===== config.mk =====
export PLATFORM = sky130hd
export DESIGN_NAME = uart_line_reverser
export DESIGN_NICKNAME = d
export VERILOG_FILES = /design/src/rtl/uart_line_reverser.sv
export SDC_FILE = /design/constraint.sdc
export NUM_CORES = 1
export LEC_CHECK = 0
export BUFFER_PORTS_ARGS = -buffer_cell sky130_fd_sc_hd__buf_2
export CORE_ASPECT_RATIO = 0.75
export CORE_UTILIZATION = 58
export CTS_CLUSTER_DIAMETER = 40
export DETAILED_ROUTE_END_ITERATION = 8
export HOLD_SLACK_MARGIN = 0.03
export PLACE_DENSITY = 0.7
export SLEW_MARGIN = 15
export SYNTH_ARGS = -nofsm -noshare
export SYNTH_HDL_FRONTEND = slang
export SYNTH_SLANG_ARGS = --single-unit

===== constraint.sdc =====
create_clock -name clk -period 12.85 [get_ports clk]
set_clock_uncertainty 0.05 [all_clocks]
set_input_delay 0.6425 -clock clk [delete_from_list [all_inputs] [get_ports clk]]
set_output_delay 0.6425 -clock clk [all_outputs]
set_load 0.005 [all_outputs]

===== src/rtl/uart_line_reverser.sv =====
// uart_line_reverser: buffers a received line, then emits it
// reversed (optionally lowercased) followed by CR LF.
module uart_line_reverser #(
   parameter int DEPTH_LOG = 6,
   parameter bit LOWERCASE = 1'b1
) (
   input  logic       clk,
   input  logic       rst,
   output logic       i_tready,
   input  logic       i_tvalid,
   input  logic [7:0] i_tdata,
   input  logic       o_tready,
   output logic       o_tvalid,
   output logic [7:0] o_tdata,
   output logic       o_tlast,
   output logic       o_overflow
);

   localparam int DEPTH = 2 ** DEPTH_LOG;
   localparam logic [DEPTH_LOG:0] CNT_ONE = (DEPTH_LOG+1)'(1);
   localparam logic [DEPTH_LOG:0] CNT_TOP = (DEPTH_LOG+1)'(DEPTH - 1);

   typedef enum logic [1:0] {
      FILL,
      DRAIN,
      CR,
      LF
   } state_t;

   state_t                 state;
   logic [DEPTH_LOG:0]     cnt;
   logic [7:0]             mem [DEPTH];
   logic                   in_xfer;
   logic                   out_xfer;
   logic                   is_term;
   logic [DEPTH_LOG-1:0]   wr_idx;
   logic [DEPTH_LOG-1:0]   rd_last;
   logic [DEPTH_LOG-1:0]   rd_next;

   function automatic logic [7:0] conv(input logic [7:0] b);
      if (LOWERCASE && b >= 8'h41 && b <= 8'h5A)
         return b + 8'h20;
      return b;
   endfunction

   assign i_tready = (state == FILL) && !rst;
   assign in_xfer  = i_tvalid && i_tready;
   assign out_xfer = o_tvalid && o_tready;
   assign is_term  = (i_tdata == 8'h0D) || (i_tdata == 8'h0A);
   assign wr_idx   = cnt[DEPTH_LOG-1:0];
   assign rd_last  = DEPTH_LOG'(cnt - CNT_ONE);
   assign rd_next  = DEPTH_LOG'(cnt - (DEPTH_LOG+1)'(2));

   // Line buffer write port; contents need no reset since cnt gates reads.
   always_ff @(posedge clk) begin
      if (state == FILL && in_xfer && !is_term && !rst)
         mem[wr_idx] <= i_tdata;
   end

   // Fill/drain sequencing with registered output bundle.
   always_ff @(posedge clk) begin
      if (rst) begin
         state      <= FILL;
         cnt        <= '0;
         o_tvalid   <= 1'b0;
         o_tdata    <= 8'h00;
         o_tlast    <= 1'b0;
         o_overflow <= 1'b0;
      end else begin
         o_overflow <= 1'b0;
         unique case (state)
            FILL: begin
               if (in_xfer) begin
                  if (is_term) begin
                     if (cnt != '0) begin
                        state    <= DRAIN;
                        o_tvalid <= 1'b1;
                        o_tdata  <= conv(mem[rd_last]);
                     end
                  end else begin
                     cnt <= cnt + CNT_ONE;
                     if (cnt == CNT_TOP) begin
                        state      <= DRAIN;
                        o_tvalid   <= 1'b1;
                        o_tdata    <= conv(i_tdata);
                        o_overflow <= 1'b1;
                     end
                  end
               end
            end
            DRAIN: begin
               if (out_xfer) begin
                  cnt <= cnt - CNT_ONE;
                  if (cnt == CNT_ONE) begin
                     state   <= CR;
                     o_tdata <= 8'h0D;
                  end else begin
                     o_tdata <= conv(mem[rd_next]);
                  end
               end
            end
            CR: begin
               if (out_xfer) begin
                  state   <= LF;
                  o_tdata <= 8'h0A;
                  o_tlast <= 1'b1;
               end
            end
            LF: begin
               if (out_xfer) begin
                  state    <= FILL;
                  o_tvalid <= 1'b0;
                  o_tlast  <= 1'b0;
               end
            end
            default: state <= FILL;
         endcase
      end
   end

endmodule


==> results_dict.tcl <==
set metrics [dict create \
    cts_tree "yes" \
    path_delay_family "buffers and inverters" \
    clock_latency_ns 0.61 \
    layout_min_cycle_time_ns 5.93 \
    synth_commonest_cells "edfxtp_1 (512), mux4_2 (274), nor2_1 (152)" \
    startpoint "cnt[0]$_SDFFE_PP0P_" \
    worst-path-stages 11 \
    portBuffers 23 \
    gp_congestion 0.967 \
    ys_seq_elements 532 \
    end_kind "flip-flop" \
    yosys.cell_types.count 57 \
    ys_async_sr_fraction_pct 0 \
    cts.reportedPaths.clkPinSlew_ns 0.07 \
    postRouteAntennaNets 0 \
    drv_slew 0 \
    clockBufferDepth 3 \
    syn_nets 1453 \
    p_per_area_nw_per_um2 167 \
    clockRootBuffer "clkbuf_16" \
    cts_resized 0 \
    grt_start_max_net_pins 69 \
    finalWorstSetupSlack_ns 6.92 \
    critPathRequiredTime_ns 13.26 \
    met1Wirelength_um 28800 \
    finalSetupViolations 0 \
    fmax_mhz 169 \
    viasPerCell 7.28 \
    postCtsHoldBufs 0 \
    hold_depth 2 \
    rr_startpoint "cnt[0]$_SDFFE_PP0P_" \
    post-dp-hpwl_um 45600 \
    routedWlPerCell_um 34.1 \
    start_util_pct 59.2 \
    vias 15000 \
    holdWs_ns 0.243 \
    layout.nets 1464 \
    wl_um 70200 \
    cts_setup_buffers 0 \
    nFillCells 2959 \
    status "finished clean" \
    synth_top_area_share_pct 59.4 \
    antenna_found_initial 2 \
    worst_slew_pin_slew_ns 1.09 \
    dr_wl_met3_um 9660 \
    fin_total_pwr_mw 4.73 \
    cp_cell_sequence "buf_4 > buf_4 > buf_4 > mux4_2 > mux4_2 > nand2_1 > a31oi_1 > ha_1 > nor4_1 > a2bb2oi_1 > o22ai_1" \
    hold_path_startpoint "o_tready" \
    final.setup.tns_ns 0 \
    relSlewSlack_pct 27.3 \
    cpMaxStageDelayCell "dfxtp_4" \
    rows 66 \
    critical_path_class "flip-flop to flip-flop" \
    max_stage_delay_ns 0.88 \
    holdCritPathClass "input pin to flip-flop" \
    critical_path_buf_inv_count 3 \
    grt_pass1_vias 14200 \
    cts.sinks 532 \
    routed.top_layer "met4" \
    yosysWarningCount 0 \
    syn_to_final_growth_pct 9.41 \
    drc 0 \
    grt_pass1_wl_um 102000 \
    rsz0062_at_grt "false" \
    max_cap_violations 0 \
    ys_seq_area_share_pct 61.0 \
    peakVddDrop_mv 0.126 \
    hold_viol_final 0 \
    h-tree-depth 2 \
    grt-ovfl-total 0 \
    drive_gt1_share_pct 28.9 \
    die_w_um 246 \
    synth_most_common_cell "edfxtp_1" \
    numCtsBuffers 58 \
    yosys.area.top_type "edfxtp_1" \
    wl_met2_um 29800 \
    worst-r2r-cell-count 11 \
    start_kind "flip-flop" \
    avgSynthCellArea_um2 18.2 \
    critPathMostFrequentCell "buf_4" \
    synthTopCellsByArea "edfxtp_1 (59%), mux4_2 (24%), mux2i_1 (3.0%)" \
    synth_edf_count 512 \
    antenna_cells 0 \
    fin_util_pct 64.8 \
    syn_area_um2 25900 \
    synthFlopType "edfxtp_1" \
    drtPass1Iterations 5 \
    pre_cts_ws_ns 6.90 \
    grt_use_total_pct 31.9 \
    syn_inst 1425 \
    timing.final.crit_share_pct 46.1 \
    p_leak_nw 8.93 \
    die_h_um 185 \
    pin_count 24 \
    core_um2 43700 \
    worstPathMaxFanout 51 \
    cp_data_arrival_time_ns 6.34 \
    drtIter0Drc 2179 \
    dieArea_um2 45500 \
]
[worst paths after layout]
kind / end / slack, ns
worst max register to register: o_tdata[6]$_SDFFE_PP0P_ / 6.92
worst min-delay path: o_tlast$_SDFFE_PP0P_ / 0.24
worst min register to register: o_tdata[1]$_SDFFE_PP0P_ / 0.42
worst max-delay path: o_tdata[6]$_SDFFE_PP0P_ / 6.92
[layout by cell type, fill, tap and decap left out, types with 4 or more instances in the layout]
| cell | count |
|---|---|
| edfxtp_1 | 512 |
| clkinv_2 | 6 |
| nand4_1 | 7 |
| nand2_1 | 80 |
| inv_1 | 9 |
| nor3_1 | 7 |
| mux4_1 | 9 |
| inv_6 | 8 |
| ha_1 | 15 |
| nor2_1 | 152 |
| o21ai_0 | 15 |
| and3_1 | 7 |
| clkinv_4 | 6 |
| xnor2_2 | 4 |
| clkinv_1 | 10 |
| mux4_2 | 274 |
| dfxtp_1 | 18 |
| bufinv_16 | 4 |
| xnor2_1 | 4 |
| buf_2 | 23 |
| o2111ai_1 | 15 |
| buf_4 | 27 |
| xor2_1 | 6 |
| o22ai_1 | 8 |
| nand3_1 | 13 |
| mux2i_1 | 77 |
| a21oi_1 | 15 |
| and2_1 | 6 |
| nand3b_1 | 4 |
| a31oi_1 | 6 |
| a211oi_1 | 7 |
| or4_1 | 6 |
| inv_8 | 5 |
| clkbuf_1 | 7 |
| clkbuf_16 | 58 |
[routing by layer]
metal	GRT usage [%]	up-vias
met5	0	-
met4	8.50	0
met3	8.23	120
met2	43.5	1050
met1	50.9	7859
li1	-	5976
[cell families (layout without fill, tap and decap cells)]
family / after synthesis / after routing / synth area share, %
compound gates: 92 / 92 / 2.48
xor+xnor: 16 / 16 / 0.571
fa+ha+maj: 16 / 16 / 0.774
buf+inv: 109 / 168 / 2.43
flops: 532 / 532 / 61.0
mux: 360 / 360 / 27.7
simple gates: 300 / 300 / 5.03
[per-stage QoR]
stage / cells / area [um^2]
6_report: 2062 / 28300
3_3_place_gp: 1954 / 26400
2_1_floorplan: 1425 / 25900
4_1_cts: 2062 / 28300
3_5_place_dp: 1954 / 26400
5_1_grt: 2062 / 28300
[flip-flops by register name (all words and copies together), names as in the netlist]
register / count
cnt: 7
mem: 512
o_overflow: 1
o_tdata: 8
o_tlast: 1
o_tvalid: 1
state: 2
[layout make-up]
| type | count | area (um^2) | share of cell area, % |
|---|---|---|---|
| clock buffers | 65 | 1480 | 5.22 |
| flip-flops and latches | 532 | 15800 | 55.8 |
| inverters | 10 | 37.5 | 0.133 |
| repair buffers | 50 | 318 | 1.12 |
| clock inverters | 43 | 427 | 1.51 |
| multi-input cells | 784 | 9540 | 33.7 |
| well taps | 578 | 723 | 2.55 |
[power breakdown]
| part | switching (mW) | internal, mW | total (mW) |
|---|---|---|---|
| clock | 0.727 | 0.929 | 1.66 |
| sequential | 0.0296 | 1.91 | 1.94 |
| combinational | 0.662 | 0.476 | 1.14 |
| total | 1.42 | 3.32 | 4.73 |
(Power assumes the default switching activity.)
